**src/rtl/seq_multiplier.sv**
```systemverilog
// Sequential radix-2 shift-add multiplier with optional accumulate.
// Modes: MUL (low word), UMULL, SMULL (sign-magnitude with final
// negate), reserved mode 11 behaves as UMULL. Fixed latency: an accepted
// start runs WIDTH CALC cycles, one FIX cycle, then a one-cycle DONE.
module seq_multiplier #(
  parameter int WIDTH = 32
) (
  input  logic             clk,
  input  logic             reset,
  input  logic             start,
  input  logic [1:0]       mode,
  input  logic             accumulate,
  input  logic [WIDTH-1:0] srca,
  input  logic [WIDTH-1:0] srcb,
  input  logic [WIDTH-1:0] acc_lo,
  input  logic [WIDTH-1:0] acc_hi,
  output logic             busy,
  output logic             done,
  output logic [WIDTH-1:0] result_lo,
  output logic [WIDTH-1:0] result_hi,
  output logic [1:0]       flags
);

  localparam int CW = (WIDTH > 1) ? $clog2(WIDTH) : 1;
  localparam int PW = 2 * WIDTH;

  localparam logic [1:0] IDLE = 2'd0;
  localparam logic [1:0] CALC = 2'd1;
  localparam logic [1:0] FIX  = 2'd2;
  localparam logic [1:0] DONE = 2'd3;

  // Operation attributes latched at accept time; the running op never
  // looks at the live inputs again.
  typedef struct packed {
    logic          long_op;  // write both words (UMULL/SMULL/reserved)
    logic          neg;      // signed mode and operand signs differ
    logic          accum;    // add accumulator in FIX
    logic [PW-1:0] acc;      // {acc_hi, acc_lo}
  } op_t;

  logic [1:0]       state;
  op_t              op_q;
  logic [PW-1:0]    mcand;
  logic [PW-1:0]    prod;
  logic [WIDTH-1:0] mplier;
  logic [CW-1:0]    cnt;

  logic             accept;
  logic             last_iter;
  logic             is_signed;
  logic             is_long;
  logic             a_neg;
  logic             b_neg;
  logic [WIDTH-1:0] a_mag;
  logic [WIDTH-1:0] b_mag;

  logic [PW-1:0]    fixed_prod;
  logic [PW-1:0]    addend;
  logic [PW-1:0]    final_v;
  logic [WIDTH-1:0] res_lo;
  logic [WIDTH-1:0] res_hi;
  logic             res_n;
  logic             res_z;

  // Start is honoured only when no operation is in flight.
  assign accept    = start && ((state == IDLE) || (state == DONE));
  assign last_iter = (cnt == CW'(WIDTH - 1));

  assign busy = (state == CALC) || (state == FIX);
  assign done = (state == DONE);

  // Operand conditioning: signed mode multiplies magnitudes. The most
  // negative value negates to itself, which read as unsigned is exactly
  // its magnitude 2^(WIDTH-1), so no special case is needed.
  always_comb begin
    is_signed = (mode == 2'b10);
    is_long   = (mode != 2'b00);
    a_neg     = is_signed && srca[WIDTH-1];
    b_neg     = is_signed && srcb[WIDTH-1];
    a_mag     = a_neg ? (~srca + 1'b1) : srca;
    b_mag     = b_neg ? (~srcb + 1'b1) : srcb;
  end

  // FIX-stage result: restore the sign, then add the accumulator.
  // MUL only adds acc_lo and only the low word is architecturally visible.
  always_comb begin
    fixed_prod = op_q.neg ? (~prod + 1'b1) : prod;
    addend     = '0;
    if (op_q.accum) begin
      if (op_q.long_op) addend = op_q.acc;
      else              addend = {{WIDTH{1'b0}}, op_q.acc[WIDTH-1:0]};
    end
    final_v = fixed_prod + addend;
    res_lo  = final_v[WIDTH-1:0];
    res_hi  = op_q.long_op ? final_v[PW-1:WIDTH] : '0;
    res_n   = op_q.long_op ? res_hi[WIDTH-1] : res_lo[WIDTH-1];
    res_z   = op_q.long_op ? (final_v == '0) : (res_lo == '0);
  end

  // Control FSM: IDLE/DONE -> CALC on accept, CALC for WIDTH cycles,
  // one FIX cycle, one DONE cycle.
  always_ff @(posedge clk) begin
    if (reset) begin
      state <= IDLE;
    end else begin
      case (state)
        IDLE:    state <= accept ? CALC : IDLE;
        CALC:    state <= last_iter ? FIX : CALC;
        FIX:     state <= DONE;
        DONE:    state <= accept ? CALC : IDLE;
        default: state <= IDLE;
      endcase
    end
  end

  // Datapath: load on accept, one multiplier bit per CALC cycle.
  always_ff @(posedge clk) begin
    if (reset) begin
      op_q   <= '0;
      mcand  <= '0;
      prod   <= '0;
      mplier <= '0;
      cnt    <= '0;
    end else if (accept) begin
      op_q.long_op <= is_long;
      op_q.neg     <= a_neg ^ b_neg;
      op_q.accum   <= accumulate;
      op_q.acc     <= {acc_hi, acc_lo};
      mcand        <= {{WIDTH{1'b0}}, a_mag};
      mplier       <= b_mag;
      prod         <= '0;
      cnt          <= '0;
    end else if (state == CALC) begin
      if (mplier[0]) prod <= prod + mcand;
      mcand  <= mcand << 1;
      mplier <= mplier >> 1;
      cnt    <= cnt + 1'b1;
    end
  end

  // Architectural results change only when FIX hands over to DONE.
  always_ff @(posedge clk) begin
    if (reset) begin
      result_lo <= '0;
      result_hi <= '0;
      flags     <= '0;
    end else if (state == FIX) begin
      result_lo <= res_lo;
      result_hi <= res_hi;
      flags     <= {res_n, res_z};
    end
  end

endmodule

```
**config.mk**
```make
export PLATFORM = sky130hd
export DESIGN_NAME = seq_multiplier
export DESIGN_NICKNAME = d
export VERILOG_FILES = /design/src/rtl/seq_multiplier.sv
export SDC_FILE = /design/constraint.sdc
export NUM_CORES = 1
export LEC_CHECK = 0
export CAP_MARGIN = 20
export CORE_ASPECT_RATIO = 0.7
export CORE_MARGIN = 2
export CORE_UTILIZATION = 35
export CTS_CLUSTER_DIAMETER = 100
export CTS_CLUSTER_SIZE = 40
export DETAILED_ROUTE_END_ITERATION = 6
export GPL_ROUTABILITY_DRIVEN = 0
export MAX_ROUTING_LAYER = met4
export PLACE_DENSITY = 0.58
export SKIP_LAST_GASP = 1
export SLEW_MARGIN = 15
export SYNTH_ARGS = -nofsm -noshare
export SYNTH_HDL_FRONTEND = slang
export SYNTH_SLANG_ARGS = --single-unit
```
**constraint.sdc**
```tcl
create_clock -name clk -period 9.3 [get_ports clk]
set_clock_uncertainty 0.2 [all_clocks]
set_input_delay 1.86 -clock clk [delete_from_list [all_inputs] [get_ports clk]]
set_output_delay 1.86 -clock clk [all_outputs]
set_load 0.02 [all_outputs]
```
== Yosys cells after proc, flatten, opt, wreduce, memory -nomap -nowiden ==
Cells that the tools add are included.
Cells by class
  reductions and logical operators: 13
  bitwise operators: 4
  add/sub/neg operators: 6
  muxes and demuxes: 15
  equality and inequality tests: 5
Operators with widths (count)
  two-way mux 32 bit: 7
  two-way mux 64 bit: 3
  adder 64 bit: 2
  adder 32 x 1 -> 32 bit, second input constant: 2
  adder 64 x 1 -> 64 bit, second input constant: 1
  zero test 64 bit: 1
  NOT 32 bit: 2
  NOT 64 bit: 1
  zero test 32 bit: 1
  equality test 2 bit, second input constant: 3
  one-hot mux 2 bit (3 select lines): 1
  adder 5 x 1 -> 5 bit, second input constant: 1
  equality test 5 bit, second input constant: 1
  nonzero test 2 bit: 2
  OR reduction 2 bit: 2
  logical AND 1 bit: 3
  two-way mux 1 bit: 3
  equality test 2 x 1 -> 1 bit, second input constant: 1
  zero test 2 bit: 1
  logical OR 1 bit: 2
  two-way mux 2 bit: 1
  AND reduction 2 bit: 1
  XOR 1 bit: 1
Storage, ports and cells
  word-level logic and storage cells: 56
  bits in registers: 300
  input port bits: 134
  output and inout port bits: 68

== Longest topological paths before layout ==
Gate-level depths: netlist (run 1).
  word-level depth: 6
  gate-level depth with buffers: 23
  depth with buffers taken out: 22

== Least setup slack after synthesis (run 1) ==
No wires, ideal clock.
  path kind: register to register
  from: reg prod[13]
  to: reg flags[0]
  arrival: 5.175 ns
  slack: 3.850 ns
  cell stages (with the launch flop): 24
  period minus slack after synthesis: 5.450 ns
  library setup time: 0.075 ns
  data required time: 9.025 ns
  path buffers: 1
  path through: dfxtp_1 or4_4 nor4_2 and3_2 and4_1 nand2_1 or2_2 o21ai_0 nand2_1 xor2_1 ha_1 clkbuf_1 nand3_1 o22ai_1 o41a_1 or3_1 o21ai_0 nor2_1 a41oi_2 xnor2_1 or4_1 nor4_1 a31oi_1 o22ai_1
Between the ends
  cells in the longest elaborated chain, start to end: 6
  elaborated cells between the ends (all ways): 7
  classes of those cells: add/sub (2); mux (2); bitwise (1); reduce/logical (2)
RTL lines
  start: declaration: RTL line 44  | logic [PW-1:0] prod;
  start signal: assignment: RTL line 134  | if (mplier[0]) prod <= prod + mcand;
  NOT 64 bit: RTL line 87  | fixed_prod = op_q.neg ? (~prod + 1'b1) : prod;
  adder 64 x 1 -> 64 bit: RTL line 87
  two-way mux 64 bit (*): RTL line 87
  adder 64 bit (*): RTL line 93  | final_v = fixed_prod + addend;
  zero test 64 bit or zero test 32 bit (tied branches): RTL line 97  | res_z = op_q.long_op ? (final_v == '0) : (res_lo == '0);
  two-way mux 1 bit (*): RTL line 97
  end signal: assignment: RTL line 150  | flags <= {res_n, res_z};
  end: declaration: RTL line 21  | output logic [1:0] flags
Every way passes the cells marked *; elsewhere a longest branch is shown, timed or not.
A chain may end at the register's enable or synchronous reset.

== Worst setup path after layout (run 1) ==
Same ends and word-level chain as after synthesis.

==> reports/metrics.yaml, run 1 <==
status: "finished, final reports clean"
cp_max_fo: 10
grt_usage_pct: 21.7
clockBufferDepth: 3
drive_above_1_share_pct: 2.89
drt-total-wl_mm: 69.9
drtIter0Drc: 1737
tns_ps: 0
area_growth_pct: 14.2
synth_compound_area_share_pct: 22.9
synth_edf_count: 0
hpwl_mm: 54.2
rows: 76
hold_buffers: 0
multiInputGateArea_mm2: 0.0150
ys.flop_type: "dfxtp_1"
dr.pass1.iters: 5
initial_core_util_pct: 35.4
reg2reg_slack_ps: 3220
crit_required_ps: 9600
fmax_mhz: 164
syn_inst: 2864
grt_busiest_layer: "met1"
slew_viol_final: 0
rsz0062_at_grt: "false"
cp-start-kind: "flop"
synthAdderAreaFrac_pct: 7.87
clock_latency_ps: 560
syn_area_mm2: 0.0218
grt_pass1_vias: 19452
postSynthAreaPerCell_um2: 7.61
syn_nets: 3134
ys_ff_latch: 300
drv_cap: 0
period_share_pct: 65.4
postRouteAntennaNets: 0
grt_remaining_overflow: 0
leakage_uw: 0.00994
async_flop_share_pct: 0
cts.reportedPaths.clkPinSlew_ps: 140
tightest_slew_ps: 1060
vias: 21112
synth_xor_area_share_pct: 9.47
crit_path_end_kind: "flop"
grt_max_degree: 96
crit_type: "reg2reg"
via_per_inst: 5.62
use_met1_pct: 33.9
htreeDepth: 1
io_pins: 202
ctsResizeCount: 0
fillers: 6243
setup_viol: 0
pre_cts_slack_ps: 3290
die_w_um: 302
hold_viol_final: 0
die_y_um: 213
yosysWarnings: 0
fin_crit_ps: 6080
cts_setup_buffers: 0
relSlewSlack_pct: 29.1
power.density_mw_per_mm2: 107
cts_tree: "built"
fin_nets: 3198
use_met2_pct: 28.7
synthMuxAreaShare_pct: 5.74
seq_area_frac_synth_pct: 27.5
portBuffers: 201
cts-buffers-inserted: 15
wl_per_cell_um: 18.6
worst_slack_ps: 3220
drc_errors: 0
hold_path.class: "reg2reg"
core_mm2: 0.0615
antenna_found_initial: 1
use_met3_pct: 3.47
synth_top_family_by_area: "compound AO/OA/AOI/OAI gates"
root_buffer: "clkbuf_16"
grt_pass1_wl_mm: 109
yosysUniqueCellTypes: 87
ir_drop_uv: 111
regArea_mm2: 0.00601
dieArea_mm2: 0.0643
critPathArrivalTime_ps: 6380
clock_sinks: 300
synth_simple_gate_area_share_pct: 22.5
[synthesized netlist by cell type (13+ instances only)]
cell / count / area (µm²)
dfxtp_1: 300 / 6010
nor4_1: 22 / 138
nor2_1: 279 / 1050
or4_1: 18 / 135
xor2_1: 76 / 666
a21o_1: 62 / 465
o211ai_1: 18 / 135
o41ai_1: 17 / 149
nand2_1: 399 / 1500
nand3_1: 42 / 210
ha_1: 134 / 1680
buf_1: 18 / 67.6
nand4_1: 44 / 275
and3_1: 45 / 282
a31oi_1: 17 / 106
a21oi_1: 304 / 1520
mux2i_1: 125 / 1250
nand2b_1: 23 / 144
inv_1: 56 / 210
a211oi_1: 77 / 578
nor2b_1: 20 / 125
and2_1: 46 / 288
nor3_1: 44 / 220
clkbuf_1: 140 / 526
or3_1: 13 / 81.3
a22oi_1: 26 / 195
o31ai_1: 30 / 225
and4_1: 13 / 114
o21bai_1: 24 / 180
o21ai_0: 134 / 671
xnor2_1: 158 / 1380
[final timing paths]
| kind | start | end | depth (start not counted) |
|---|---|---|---|
| worst max-delay path | prod[13] | flags[0] | 21 |
| worst min register to register | op_q[56] | op_q[56] | 2 |
| worst min-delay path | op_q[56] | op_q[56] | 2 |
| worst max register to register | prod[13] | flags[0] | 21 |
[logic make-up after synthesis]
group / Yosys count
fa+ha+maj: 136
compound gates: 795
simple gates: 1045
xor+xnor: 235
mux: 125
flops: 300
buf+inv: 228
[per-layer routing]
layer	wire [µm]	vias up
li1	-	10356
met1	36700	9997
met2	26400	711
met3	5670	48
met4	1110	0
met5	0	-
[flip-flops by register name, summed over array words and instances, names as in the netlist]
| signal | cells |
|---|---|
| result_hi | 32 |
| mcand | 64 |
| result_lo | 32 |
| state | 2 |
| flags | 2 |
| prod | 64 |
| cnt | 5 |
| op_q | 67 |
| mplier | 32 |
[per-stage QoR]
stage	power [µW]	util [%]	hold WS, ps	area, µm²	instances
after floorplan	1670	-	232	21800	2864
after global placement	1830	39.6	239	24300	3730
after detailed placement	1830	39.6	244	24300	3730
after CTS	2700	40.5	263	24900	3756
after global routing	2790	40.5	283	24900	3757
final	2680	40.5	259	24900	3757
[power by group]
group	total (µW)	internal [µW]	switching (µW)
Combinational	434	178	256
Sequential	1370	1330	41.0
Clock	868	341	528
Total	2680	1850	825
[final cells by class]
| class | count | area share, % |
|---|---|---|
| inverters | 57 | 0.859 |
| clock buffers | 15 | 1.51 |
| diodes | 1 | 0.0100 |
| multi-input cells | 2336 | 60.0 |
| repair buffers | 218 | 8.60 |
| flip-flops and latches | 300 | 24.1 |
| well taps | 819 | 4.11 |
| clock inverters | 11 | 0.769 |
[critical path, cell delays in order (launching register included)]
cell and delay, ps:
dfxtp_1 410, or4_4 590, nor4_2 190, and3_2 270
and4_1 220, nand2_1 120, or2_2 340, o21ai_0 490
nand2_1 130, xor2_1 180, ha_1 430, nand3_1 110
o22ai_1 80, o41a_1 360, a2111oi_1 390, nor2_1 110
a41oi_2 270, xnor2_1 130, or4_1 520, nor4_1 240
a31oi_1 120, o22ai_1 130
[cell usage in the layout (no fill, tap or decap), types with 26 or more instances in the layout]
cell type / instances
nor3_1: 44
a22oi_1: 26
xnor2_1: 158
dfxtp_1: 299
a21o_1: 62
ha_1: 132
mux2i_1: 125
o21ai_0: 134
clkdlybuf4s50_1: 200
nand2_1: 398
nand3_1: 42
nand4_1: 44
xor2_1: 76
a211oi_1: 77
inv_1: 56
nor2_1: 279
and3_1: 45
and2_1: 45
o31ai_1: 30
a21oi_1: 304
Note: power is estimated with default switching activity, not from simulation.
==> run 2, diff against run 1 <==
PLACE_DENSITY = 0.6   (was 0.58)
clock period = 5.3 ns   (was 9.3 ns; I/O delays follow)
==> reports/metrics.yaml, run 2 (synthesized netlist as in run 1, its figures left out) <==
status: "finished with violations"
violations: "negative setup slack"
reg2reg_slack_ps: -20
slew_viol_final: 0
cp_max_fo: 3
cts_tree: "built"
grt_max_degree: 143
drt-total-wl_mm: 69.7
core_mm2: 0.0615
setup_viol: 1
fin_area_mm2: 0.0265
portBuffers: 201
rows: 76
critPathArrivalTime_ps: 5620
leakage_uw: 0.0109
grt_usage_pct: 21.7
die_w_um: 302
final_common_cell: "nand2_1"
area_growth_pct: 21.4
fmax_mhz: 188
crit_type: "reg2reg"
tightest_slew_ps: 1020
drc_errors: 0
dpl_cell_area_mm2: 0.0256
dieArea_mm2: 0.0643
clockBufferDepth: 3
largest_reg_flops: 67
mostFrequentLayoutCells: "396 x nand2_1, 300 x a21oi_1, 297 x dfxtp_1"
cp-start-kind: "flop"
finalPower_uw: 4710
fin_util_pct: 43.0
grt_pass1_vias: 18915
drtIter0Drc: 2143
rsz0062_at_grt: "true"
crit_required_ps: 5600
root_buffer: "clkbuf_16"
cts-buffers-inserted: 14
reg_top3: "op_q: 67 flops, mcand: 64 flops, prod: 64 flops"
via_per_inst: 5.37
htreeDepth: 1
grt_pass1_wl_mm: 109
vias: 21121
postRouteAntennaNets: 0
instances_no_fill: 3932
hold_viol_final: 0
antenna_found_initial: 1
initial_core_util_pct: 35.4
worst_slack_ps: -18.8
die_y_um: 213
drive_above_1_share_pct: 9.70
grt_remaining_overflow: 0
fin_crit_ps: 5320
clock_latency_ps: 560
relSlewSlack_pct: 32.3
wl_per_cell_um: 17.7
cts.reportedPaths.clkPinSlew_ps: 140
hold_path.class: "reg2reg"
power.density_mw_per_mm2: 178
drv_cap: 0
io_pins: 202
period_share_pct: 100
crit_path_end_kind: "flop"
fin_nets: 3374
placed_cells: 3896
ir_drop_uv: 183
pre_cts_slack_ps: -199
dr.pass1.iters: 6
clock_sinks: 300
regMostFlops: "op_q"
hpwl_mm: 54.5
## run 2: cell types whose count changed in the layout (fill, tap and decap cells not counted), moves of 3 or more
cell and delta:
buf_4 +176, o21ai_0 -8, ha_1 -7, o21ai_1 +7, o41ai_1 -7, ha_2 +6, o41ai_2 +6, a21oi_1 -4
a21oi_2 +4, nor3_1 -3, nor4_1 -3, xnor2_1 -3, xnor2_2 +3
## run 2: per-stage QoR
step	TNS, ps	hold slack (ps)
after floorplan	0	232
after global placement	-134	242
after detailed placement	-199	244
after CTS	-140	263
after global routing	-471	276
final	-18.8	261
## run 2: critical path: stages (launching register included)
cell and delay (ps):
dfxtp_2 340, or4_4 550, nor4_4 160, and3_4 230, buf_4 110, nand3_1 120, o41ai_2 350, xnor2_1 110
ha_1 340, a21oi_1 240, o21ai_1 150, a41oi_2 230, o221ai_1 230, a21o_1 240, a31o_2 220, buf_4 130
a21oi_1 160, xnor2_1 140, or4_1 540, nor4_1 240, a31oi_1 110, o22ai_1 120
## run 2: repair_timing
action                     CTS  global route
gates resized for setup     22            33
hold buffers                 0             0
setup buffers                9             2
hold endpoints to repair     0             0
pin swaps                   17            18
cloned                       0             0
setup endpoints to repair    1             8
## run 2: layout make-up
type / instances / area [µm²]
Timing Repair Buffer: 395 / 3480
Clock buffer: 15 / 375
Tap cell: 819 / 1020
Sequential cell: 300 / 6010
Inverter: 57 / 214
Fill cell: 6223 / 35100
Multi-Input combinational cell: 2336 / 15200
Antenna cell: 1 / 2.50
Clock inverter: 9 / 150
## run 2: worst paths after layout
check	startpoint	end	cells past startpoint
max	prod[16]	flags[0]	21
min	op_q[59]	op_q[59]	2
max reg2reg	prod[16]	flags[0]	21
min reg2reg	op_q[59]	op_q[59]	2
## run 2: metal layers
| layer | track usage, % | share of wire [%] |
|---|---|---|
| met1 | 35.1 | 55 |
| met2 | 27.7 | 37 |
| met3 | 3.51 | 7.7 |
| met4 | 2.70 | 1.2 |
| met5 | - | 0 |
## run 2: power by group
group / total [µW] / leakage [µW] / internal (µW) / switching, µW
combinational: 820 / 0.00823 / 357 / 462
clock: 1480 / 0.000254 / 587 / 896
sequential: 2410 / 0.00244 / 2340 / 67.2
